### config.mk
export PLATFORM = sky130hd
export DESIGN_NAME = inc_dec_cnt_flat
export DESIGN_NICKNAME = d
export VERILOG_FILES = /design/src/rtl/inc_dec_cnt_if.sv /design/src/rtl/inc_dec_cnt.sv /design/src/flat_wrapper.sv
export SDC_FILE = /design/constraint.sdc
export NUM_CORES = 1
export LEC_CHECK = 0
export BUFFER_PORTS_ARGS = -buffer_cell sky130_fd_sc_hd__buf_4
export CAP_MARGIN = 15
export CORE_AREA = 8 8 45 47
export DETAILED_ROUTE_END_ITERATION = 12
export DIE_AREA = 0 0 53 55
export PLACE_DENSITY = 0.67
export RECOVER_POWER = 50
export SLEW_MARGIN = 20
export SYNTH_ARGS = -nofsm -noshare
export SYNTH_HDL_FRONTEND = slang
export SYNTH_SLANG_ARGS = --single-unit
### constraint.sdc
create_clock -name CLK -period 2.05 [get_ports CLK]
set_input_delay 0.615 -clock CLK [delete_from_list [all_inputs] [get_ports CLK]]
set_output_delay 0.615 -clock CLK [all_outputs]
set_load 0.1 [all_outputs]
### src/rtl/inc_dec_cnt_if.sv
// Control and status bundle for inc_dec_cnt: count controls in, count state out.
interface inc_dec_cnt_if #(
    parameter int unsigned SIZE = 4
);
    logic            CLR;
    logic            LD;
    logic [SIZE-1:0] D;
    logic            CE;
    logic            UP;
    logic            WRAP;
    logic [SIZE-1:0] Q;
    logic            TC;
    logic            CO;
    logic            OVF;

    modport master (
        output CLR, LD, D, CE, UP, WRAP,
        input  Q, TC, CO, OVF
    );

    modport slave (
        input  CLR, LD, D, CE, UP, WRAP,
        output Q, TC, CO, OVF
    );
endinterface

### src/rtl/inc_dec_cnt.sv
// Up/down counter with terminal value MAX_VAL, load clamp, wrap/saturate and a carry pulse.
// Optional sticky overflow flag enabled by defining INC_OVF_STICKY_EN.
module inc_dec_cnt #(
    parameter int unsigned SIZE    = 4,
    parameter int unsigned MAX_VAL = 9
) (
    input  logic         CLK,
    input  logic         R,
    inc_dec_cnt_if.slave bus
);
    localparam logic [SIZE-1:0] MAX_Q  = SIZE'(MAX_VAL);
    localparam logic [SIZE-1:0] ZERO_Q = '0;
    localparam logic [SIZE-1:0] ONE_Q  = SIZE'(1);

    logic [SIZE-1:0] q_q, q_d;
    logic            co_q, co_d;
    logic            at_top;
    logic            at_bot;

    assign at_top = (q_q == MAX_Q);
    assign at_bot = (q_q == ZERO_Q);

    // Priority CLR > LD > CE; Q never leaves [0, MAX_VAL] so q+1 / q-1 stay in SIZE bits.
    always_comb begin
        q_d  = q_q;
        co_d = 1'b0;
        if (bus.CLR) begin
            q_d = ZERO_Q;
        end else if (bus.LD) begin
            q_d = (bus.D > MAX_Q) ? MAX_Q : bus.D;
        end else if (bus.CE) begin
            if (bus.UP) begin
                if (!at_top) begin
                    q_d = q_q + ONE_Q;
                end else if (bus.WRAP) begin
                    q_d  = ZERO_Q;
                    co_d = 1'b1;
                end
            end else begin
                if (!at_bot) begin
                    q_d = q_q - ONE_Q;
                end else if (bus.WRAP) begin
                    q_d  = MAX_Q;
                    co_d = 1'b1;
                end
            end
        end
    end

    always_ff @(posedge CLK or posedge R) begin
        if (R) begin
            q_q  <= ZERO_Q;
            co_q <= 1'b0;
        end else begin
            q_q  <= q_d;
            co_q <= co_d;
        end
    end

    assign bus.Q  = q_q;
    assign bus.CO = co_q;
    assign bus.TC = bus.UP ? at_top : at_bot;

`ifdef INC_OVF_STICKY_EN
    logic ovf_q, ovf_d;
    logic bound_evt;

    // A count attempted at the boundary is either a wrap or a blocked count.
    always_comb begin
        bound_evt = !bus.CLR && !bus.LD && bus.CE && (bus.UP ? at_top : at_bot);
        ovf_d     = ovf_q;
        if (bus.CLR) begin
            ovf_d = 1'b0;
        end else if (bound_evt) begin
            ovf_d = 1'b1;
        end
    end

    always_ff @(posedge CLK or posedge R) begin
        if (R) begin
            ovf_q <= 1'b0;
        end else begin
            ovf_q <= ovf_d;
        end
    end

    assign bus.OVF = ovf_q;
`else
    assign bus.OVF = 1'b0;
`endif

endmodule
### src/flat_wrapper.sv
// flat-port wrapper written by rule: the top's interface ports become plain ports
module inc_dec_cnt_flat 
#(
    parameter int unsigned SIZE    = 4,
    parameter int unsigned MAX_VAL = 9
)
  (CLK, R, bus_CLR, bus_LD, bus_D, bus_CE, bus_UP, bus_WRAP, bus_Q, bus_TC, bus_CO, bus_OVF);
  inc_dec_cnt_if #(.SIZE(SIZE)) bus_i ();
  input  logic CLK;
  input  logic R;
  input wire logic [$bits(bus_i.CLR)-1:0] bus_CLR;
  input wire logic [$bits(bus_i.LD)-1:0] bus_LD;
  input wire logic [$bits(bus_i.D)-1:0] bus_D;
  input wire logic [$bits(bus_i.CE)-1:0] bus_CE;
  input wire logic [$bits(bus_i.UP)-1:0] bus_UP;
  input wire logic [$bits(bus_i.WRAP)-1:0] bus_WRAP;
  output wire logic [$bits(bus_i.Q)-1:0] bus_Q;
  output wire logic [$bits(bus_i.TC)-1:0] bus_TC;
  output wire logic [$bits(bus_i.CO)-1:0] bus_CO;
  output wire logic [$bits(bus_i.OVF)-1:0] bus_OVF;
  assign bus_i.CLR = bus_CLR;
  assign bus_i.LD = bus_LD;
  assign bus_i.D = bus_D;
  assign bus_i.CE = bus_CE;
  assign bus_i.UP = bus_UP;
  assign bus_i.WRAP = bus_WRAP;
  assign bus_Q = bus_i.Q;
  assign bus_TC = bus_i.TC;
  assign bus_CO = bus_i.CO;
  assign bus_OVF = bus_i.OVF;
  inc_dec_cnt #(.SIZE(SIZE), .MAX_VAL(MAX_VAL)) u_core (.CLK(CLK), .R(R), .bus(bus_i));
endmodule
==> results of run 1 <==
## kinds of logic (layout without fill, tap and decap cells)
family	Yosys count	after routing	synth area share [%]
compound gates	22	22	32.72
flops	5	5	23.04
buf+inv	11	38	11.52
other cells	1	1	0.6906
simple gates	20	20	25.12
fa+ha+maj	3	3	6.913
## final cells by class
| class | instances | area, µm² |
|---|---|---|
| fillers | 130 | 576.8 |
| multi-input cells | 46 | 381.6 |
| repair buffers | 27 | 212.7 |
| flip-flops and latches | 5 | 135.1 |
| inverters | 7 | 31.28 |
| clock buffers | 4 | 26.28 |
| well taps | 16 | 20.02 |
## layer usage
metal	vias to the layer above	global-route usage (%)	wire, µm
li1	286	-	-
met1	288	14.88	671
met2	22	21.09	822
met3	2	1.872	94
met4	0	6.466	12
met5	-	0	0
## worst min-delay path by stage
| stage | end | slack [ns] | depth (start not counted) |
|---|---|---|---|
| after global placement | u_core.bus.Q[1] | 0.52 | 2 |
| after floorplan | u_core.bus.CO | 0.39 | 1 |
| after detailed placement | u_core.bus.Q[1] | 0.53 | 2 |
| after CTS | u_core.bus.Q[0] | 0.28 | 2 |
| final | u_core.bus.CO | 0.26 | 2 |
| after global routing | u_core.bus.CO | 0.28 | 2 |
## cell usage after synthesis (2+ instances only)
master / count / share of area [%]
and2_1: 2 / 2.3
nor2_1: 4 / 2.8
a311oi_1: 2 / 3.2
a21oi_1: 2 / 1.8
ha_1: 3 / 6.9
o21ai_0: 4 / 3.7
dfrtp_1: 5 / 23
nand2_1: 2 / 1.4
inv_1: 7 / 4.8
nand3_1: 2 / 1.8
nand2b_1: 2 / 2.3
o32ai_1: 3 / 4.8
## power by group through the flow
stage / combinational [µW] / clock [µW] / sequential [µW]
after floorplan: 134 / 0 / 182
after global placement: 276 / 0 / 118
after detailed placement: 279 / 0 / 118
after CTS: 290 / 117 / 117
after global routing: 309 / 130 / 117
final: 288 / 119 / 117
## per-stage QoR
| step | setup TNS, ns | hold slack (ns) |
|---|---|---|
| final | -0.2601 | 0.2645 |
| after global routing | -0.3070 | 0.2842 |
| after CTS | -0.2671 | 0.2765 |
| after detailed placement | -0.1925 | 0.5330 |
| after global placement | -0.1885 | 0.5219 |
| after floorplan | -0.1436 | 0.3934 |
## state kept, by name (all words and copies together), names as in the netlist
name	cells
u_core.bus.CO	1
u_core.bus.Q	4
## worst max-delay path, stage by stage (launching register included)
cell	delay, ns
dfrtp_4	0.48
inv_4	0.07
ha_4	0.12
or4b_4	0.50
nand2_8	0.09
buf_12	0.17
## repair_timing
| action | CTS | global route |
|---|---|---|
| gates resized for setup | 3 | 0 |
| endpoints found under the hold margin | 0 | 0 |
| hold buffers | 0 | 0 |
| endpoints found under the setup margin | 1 | 1 |
==> impl_metrics.env, run 1 <==
export IMPL_status="complete, but fails checks"
export IMPL_violations="setup timing"
export IMPL_cts_setup_buffers=0
export IMPL_dominantRegCellSynth="dfrtp_1"
export IMPL_r2r_end="u_core.bus.Q[3]"
export IMPL_worst_path_max_fanout=3
export IMPL_htree_levels=1
export IMPL_dr_pass1_iters=4
export IMPL_io_pins=18
export IMPL_synth_seq_cells=5
export IMPL_ys_warn_count=0
export IMPL_worstPathArrival_ns=1.70
export IMPL_timing_rr_start="u_core.bus.Q[0]"
export IMPL_internal_power_uw=294.6
export IMPL_maxSlewHeadroom_pct=64.16
export IMPL_rows=14
export IMPL_ys_seq_area_share_pct=23.04
export IMPL_antenna_found_initial=0
export IMPL_crit_start="u_core.bus.Q[0]"
export IMPL_placed_area_um2=770.7
export IMPL_slew_violations=0
export IMPL_antenna_cells=0
export IMPL_swShare_pct=43.82
export IMPL_final_cell_mix="buf_4, inv_1, nor2_1, o21ai_0, clkbuf_4"
export IMPL_worst_ir_drop_vdd_mv=0.3716
export IMPL_finalNetCount=104
export IMPL_track_usage_pct=12.45
export IMPL_clockBufferDepth=2
export IMPL_dpl_cell_count=101
export IMPL_total_power_uw=524.4
export IMPL_port_buffers=16
export IMPL_cts_sinks=5
export IMPL_num_vias=598
export IMPL_cap_violations=0
export IMPL_drtIter0Drc=32
export IMPL_synthesis_area_um2=543.0
export IMPL_seqPwrFrac_pct=22.3
export IMPL_reg2reg_slack_ns=0.13
export IMPL_static_leakage_power_uw=0.0003667
export IMPL_setup_violations=1
export IMPL_post_dp_hpwl_mm=1.319
export IMPL_hold_viol=0
export IMPL_layout_min_cycle_time_ns=2.310
export IMPL_synth_edf_count=0
export IMPL_avgViaCountPerCell=5.695
export IMPL_path_clk_slew_ns=0.05
export IMPL_final_cell_area_um2=807.0
export IMPL_area_delta_synth_final_pct=48.62
export IMPL_postRouteAntennaNets=0
export IMPL_finalNonFillerCells=105
export IMPL_wl_mm=1.601
export IMPL_fin_crit_sh_pct=112.7
export IMPL_p_switching_uw=229.8
export IMPL_fin_ws_ns=-0.2601
export IMPL_syn_nets=76
export IMPL_die_x_um=53
export IMPL_worstPathRequired_ns=1.43
export IMPL_die_y_um=55
export IMPL_cp_start_kind="register"
export IMPL_clockRootBuffer="clkbuf_4"
export IMPL_crit_type="register to output pin"
export IMPL_cp_end_kind="output pin"
export IMPL_cp_endpoint="bus_TC"
export IMPL_overflow=0
export IMPL_power_frac_clock_pct=22.8
export IMPL_reg2reg_depth=6
export IMPL_drc=0
export IMPL_p_per_area_nw_per_um2=649.8
export IMPL_cts_tree="done"
export IMPL_final_common_cell="buf_4"
export IMPL_hp_class="primary input to async pin"
export IMPL_drive_above_1_share_pct=52.81
export IMPL_post_drt_wl_per_cell_um=15.25
export IMPL_rsz0062_at_grt="yes"
export IMPL_core_um2=1384
export IMPL_synth_avg_cell_area_um2=8.758
export IMPL_achievable_frequency_mhz=432.9
export IMPL_initial_core_util_pct=39.24
export IMPL_grt_pass1_vias=605
export IMPL_synth_cell_types=36
export IMPL_worst_pin_slew_ns=0.5399
export IMPL_fp_dieArea_um2=2915
export IMPL_async_reset_ff_share_pct=100.0
export IMPL_synth_cells=62
export IMPL_p_comb_share_pct=55.0
export IMPL_place_ws_ns=-0.1925
export IMPL_grt_max_degree=12
export IMPL_clk_insertion_delay_late_ns=0.25
export IMPL_place_congestion=0.8467
export IMPL_grt_pass1_wl_mm=2.697
export IMPL_cts_made_buffers=3
export IMPL_utilization_pct=58.32
export IMPL_fin_skew_ns=0.006240
No activity file was read; power rests on OpenSTA's default activity.
==> inputs of run 2 (changes only) <==
--- a/config.mk
+++ b/config.mk
@@ -5,12 +5,11 @@
 export SDC_FILE = /design/constraint.sdc
 export NUM_CORES = 1
 export LEC_CHECK = 0
-export BUFFER_PORTS_ARGS = -buffer_cell sky130_fd_sc_hd__buf_4
 export CAP_MARGIN = 15
 export CORE_AREA = 8 8 45 47
 export DETAILED_ROUTE_END_ITERATION = 12
 export DIE_AREA = 0 0 53 55
-export PLACE_DENSITY = 0.67
+export DONT_BUFFER_PORTS = 1
 export RECOVER_POWER = 50
 export SLEW_MARGIN = 20
 export SYNTH_ARGS = -nofsm -noshare
==> impl_metrics.env, run 2 (synthesized netlist as in run 1, its figures left out) <==
export IMPL_postRouteAntennaNets=0
export IMPL_placed_area_um2=635.6
export IMPL_die_y_um=55
export IMPL_antenna_cells=0
export IMPL_hp_class="primary input to async pin"
export IMPL_worst_path_max_fanout=3
export IMPL_hold_viol=0
export IMPL_drc=0
export IMPL_worstPathCellList="inv_4 > ha_4 > or4b_4 > nand2_8"
export IMPL_status="complete, but fails checks"
export IMPL_achievable_frequency_mhz=451.6
export IMPL_overflow=0
export IMPL_cap_violations=0
export IMPL_dr_pass1_iters=4
export IMPL_place_congestion=0.8078
export IMPL_wl_met3_um=103
export IMPL_finalNetCount=91
export IMPL_cts_made_buffers=3
export IMPL_cp_slowest_cell="or4b_4"
export IMPL_cts_tree="done"
export IMPL_maxSlewHeadroom_pct=63.76
export IMPL_cp_start_kind="register"
export IMPL_cp_num_buf_inv=1
export IMPL_nFillCells=122
export IMPL_fin_skew_ns=0.006374
export IMPL_wl_mm=1.508
export IMPL_path_clk_slew_ns=0.04
export IMPL_layout_min_cycle_time_ns=2.214
export IMPL_grt_pass1_vias=539
export IMPL_num_vias=521
export IMPL_clockBufferDepth=2
export IMPL_clk_insertion_delay_late_ns=0.24
export IMPL_violations="setup timing"
export IMPL_htree_levels=1
export IMPL_largest_register_ffs=4
export IMPL_highest_layer="met4"
export IMPL_rows=14
export IMPL_grt_max_degree=12
export IMPL_cpPeakStageDelay_ns=0.51
export IMPL_worstPathRequired_ns=1.43
export IMPL_tns_ns=-0.1643
export IMPL_avgViaCountPerCell=5.663
export IMPL_clockRootBuffer="clkbuf_4"
export IMPL_fp_dieArea_um2=2915
export IMPL_die_x_um=53
export IMPL_antenna_found_initial=0
export IMPL_final_common_cell="buf_4"
export IMPL_port_buffers=0
export IMPL_total_power_uw=490.3
export IMPL_cp_end_kind="output pin"
export IMPL_core_um2=1384
export IMPL_worst_ir_drop_vdd_mv=0.5585
export IMPL_final_cell_area_um2=725.7
export IMPL_cts_sinks=5
export IMPL_wl_met1_um=542
export IMPL_p_per_area_nw_per_um2=675.6
export IMPL_post_drt_wl_per_cell_um=16.39
export IMPL_io_pins=18
export IMPL_worstPathArrival_ns=1.60
export IMPL_grt_pass1_wl_mm=2.359
export IMPL_utilization_pct=52.44
export IMPL_rsz0062_at_grt="yes"
export IMPL_area_delta_synth_final_pct=33.64
export IMPL_setup_violations=1
export IMPL_final_cell_mix="buf_4, inv_1, nor2_1, o21ai_0"
export IMPL_static_leakage_power_uw=0.0003133
export IMPL_worst_pin_slew_ns=0.5460
export IMPL_multi_input_area_um2=412.9
export IMPL_initial_core_util_pct=39.24
export IMPL_crit_type="register to output pin"
export IMPL_fin_crit_sh_pct=108.0
export IMPL_met2WireLength_um=826
export IMPL_crit_family="simple AND/OR/NAND/NOR gates"
export IMPL_slew_violations=0
export IMPL_drive_above_1_share_pct=48.68
export IMPL_track_usage_pct=10.64
export IMPL_drtIter0Drc=11
export IMPL_post_dp_hpwl_mm=1.141
export IMPL_fin_ws_ns=-0.1643
export IMPL_regArea_um2=135.1
[run 2: area by class of cell]
| class | instances | share of cell area (%) |
|---|---|---|
| Multi-Input combinational cell | 46 | 56.90 |
| Tap cell | 16 | 2.759 |
| Timing Repair Buffer | 14 | 13.79 |
| Sequential cell | 5 | 18.62 |
| Inverter | 7 | 4.310 |
| Clock buffer | 4 | 3.621 |
[run 2: timing repair]
item / CTS / global route
pin swaps: 1 / 1
gates cloned: 0 / 0
buffers inserted: 4 / 1
endpoints found under the setup margin: 1 / 4
hold buffers: 0 / 0
gates resized for setup: 0 / 4
[run 2: power by group]
group / internal (µW) / switching (µW) / total, µW
combinational: 91.4 / 172 / 264
sequential: 110 / 7.08 / 117
clock: 73.3 / 36.1 / 109
[run 2: worst paths after layout]
path	from	end	slack, ns	cells after the start
setup / recovery	u_core.bus.Q[0]	bus_TC	-0.16	4
hold / removal	R	u_core.bus.Q[0]	0.15	1
setup reg to reg	u_core.bus.Q[0]	u_core.bus.Q[1]	0.06	6
hold reg to reg	u_core.bus.Q[1]	u_core.bus.Q[1]	0.77	3
max in group asynchronous	R	u_core.bus.Q[1]	1.71	1
min in group CLK	bus_CE	u_core.bus.CO	0.56	1
[run 2: worst register-to-register path, delay by kind of cell (launching register included)]
kind,cells,cell delay [ns]
compound gates,2,0.70
flops,1,0.48
fa+ha+maj,1,0.24
buf+inv,1,0.15
simple gates,2,0.31
[run 2: through the flow]
stage                     cells  hold WS (ns)  setup WS (ns)
after floorplan              62        0.3934        -0.1436
after global placement       83        0.4101        0.06660
after detailed placement     83        0.4080        0.05288
after CTS                    91        0.1545        -0.1835
after global routing         92        0.1666        -0.2035
final                        92        0.1545        -0.1643
[run 2: per-layer routing]
metal | vias up | global-route usage, %
met2 | 16 | 18.75
met3 | 4 | 3.476
met1 | 243 | 11.20
met4 | 0 | 5.172
met5 | - | 0
li1 | 258 | -
==> inputs of run 3 (changes only) <==
--- a/config.mk
+++ b/config.mk
@@ -5,11 +5,12 @@
 export SDC_FILE = /design/constraint.sdc
 export NUM_CORES = 1
 export LEC_CHECK = 0
+export BUFFER_PORTS_ARGS = -buffer_cell sky130_fd_sc_hd__buf_4
 export CAP_MARGIN = 15
-export CORE_AREA = 8 8 45 47
+export CORE_AREA = 10 10 47 49
 export DETAILED_ROUTE_END_ITERATION = 12
-export DIE_AREA = 0 0 53 55
-export DONT_BUFFER_PORTS = 1
+export DIE_AREA = 0 0 57 59
+export PLACE_DENSITY = 0.67
 export RECOVER_POWER = 50
 export SLEW_MARGIN = 20
 export SYNTH_ARGS = -nofsm -noshare
==> impl_metrics.env, run 3 (synthesized netlist as in run 1, its figures left out) <==
export IMPL_wl_mm=1.555
export IMPL_grt_pass1_wl_mm=2.601
export IMPL_tns_ns=-0.2704
export IMPL_cap_violations=0
export IMPL_cts_made_buffers=3
export IMPL_grt_max_degree=12
export IMPL_cp_num_buf_inv=2
export IMPL_crit_type="register to output pin"
export IMPL_hp_class="primary input to async pin"
export IMPL_worstPathCellList="inv_4 > ha_4 > or4b_4 > nand2_8 > buf_12"
export IMPL_core_um2=1401
export IMPL_avgViaCountPerCell=5.528
export IMPL_clockBufferDepth=2
export IMPL_cp_slowest_cell="or4b_4"
export IMPL_worst_hold_slack_ns=0.2626
export IMPL_met3_usage_pct=1.931
export IMPL_antenna_cells=0
export IMPL_achievable_frequency_mhz=431.0
export IMPL_post_dp_hpwl_mm=1.222
export IMPL_die_y_um=59
export IMPL_top_usage_layer="met2"
export IMPL_drc=0
export IMPL_p_per_area_nw_per_um2=642.4
export IMPL_rsz0062_at_grt="yes"
export IMPL_num_vias=597
export IMPL_static_leakage_power_uw=0.0003910
export IMPL_overflow=0
export IMPL_violations="setup timing"
export IMPL_worstPathRequired_ns=1.43
export IMPL_met2_usage_pct=14.57
export IMPL_cpPeakStageDelay_ns=0.50
export IMPL_die_x_um=57
export IMPL_clk_insertion_delay_late_ns=0.24
export IMPL_fin_skew_ns=0.003512
export IMPL_port_buffers=16
export IMPL_crit_family="simple AND/OR/NAND/NOR gates"
export IMPL_initial_core_util_pct=38.75
export IMPL_cp_start_kind="register"
export IMPL_htree_levels=1
export IMPL_dpl_cell_count=101
export IMPL_cts_hold_fix_buffers=0
export IMPL_fin_ws_ns=-0.2704
export IMPL_track_usage_pct=9.201
export IMPL_setup_violations=1
export IMPL_worst_pin_slew_ns=0.5411
export IMPL_dr_pass1_iters=4
export IMPL_cp_end_kind="output pin"
export IMPL_path_clk_slew_ns=0.05
export IMPL_io_pins=18
export IMPL_place_congestion=0.7966
export IMPL_rows=14
export IMPL_slew_violations=0
export IMPL_grt_pass1_vias=570
export IMPL_worst_path_max_fanout=2
export IMPL_worst_ir_drop_vdd_mv=0.3163
export IMPL_fin_crit_sh_pct=113.2
export IMPL_antenna_found_initial=0
export IMPL_final_common_cell="buf_4"
export IMPL_clockRootBuffer="clkbuf_4"
export IMPL_postRouteAntennaNets=0
export IMPL_maxSlewHeadroom_pct=64.08
export IMPL_post_drt_wl_per_cell_um=14.40
export IMPL_status="complete, but fails checks"
export IMPL_fp_dieArea_um2=3363
export IMPL_layout_min_cycle_time_ns=2.320
export IMPL_area_delta_synth_final_pct=55.76
export IMPL_drive_above_1_share_pct=55.43
export IMPL_cts_sinks=5
export IMPL_hold_viol=0
export IMPL_final_cell_mix="buf_4, inv_1, nor2_1, o21ai_0, clkbuf_4"
export IMPL_cts_tree="done"
export IMPL_drtIter0Drc=17
export IMPL_use_met1_pct=11.66
export IMPL_finalNonFillerCells=108
export IMPL_worstPathArrival_ns=1.71
export IMPL_finalNetCount=107
export IMPL_largest_register_ffs=4
run 3: path summary, 6_finish.rpt:
kind	start	end	slack (ns)	depth (start not counted)
setup / recovery	u_core.bus.Q[0]	bus_TC	-0.27	5
hold / removal	R	u_core.bus.Q[0]	0.26	2
setup reg to reg	u_core.bus.Q[0]	u_core.bus.Q[1]	0.06	7
hold reg to reg	u_core.bus.Q[1]	u_core.bus.Q[1]	0.77	3
max in group asynchronous	R	u_core.bus.Q[1]	1.61	2
min in group CLK	bus_CE	u_core.bus.CO	0.67	2
run 3: area by class of cell:
cell class,count,area [µm²]
clock buffers,4,26.28
fillers,130,555.5
inverters,7,31.28
multi-input cells,46,397.9
flip-flops and latches,5,135.1
well taps,16,20.02
repair buffers,30,235.2
run 3: report_power, final:
group	internal (µW)	switching, µW
combinational	124	184
sequential	110	7.09
clock	73.9	44.2
total	308	235
run 3: stage by stage:
| step | util [%] | total power, µW | setup WS [ns] | area [µm²] |
|---|---|---|---|---|
| global placement | 55.00 | 394.7 | -0.1878 | 770.7 |
| global route | 60.36 | 570.3 | -0.2988 | 845.8 |
| detailed placement | 55.00 | 395.8 | -0.1945 | 770.7 |
| CTS | 57.77 | 519.4 | -0.2611 | 809.5 |
| finish | 60.36 | 543.4 | -0.2704 | 845.8 |
| floorplan | - | 316.4 | -0.1436 | 584.3 |
run 3: metal layers:
metal | routed length [µm] | vias to the layer above
met5 | 0 | -
met3 | 114 | 2
met1 | 669 | 276
met2 | 752 | 31
met4 | 19 | 0
li1 | - | 288
run 3: what timing repair did:
| item | CTS | global route |
|---|---|---|
| buffers inserted | 0 | 3 |
| hold endpoints to repair | 0 | 0 |
| setup endpoints to repair | 1 | 1 |
| gates resized for setup | 3 | 2 |
| pin swaps | 0 | 2 |
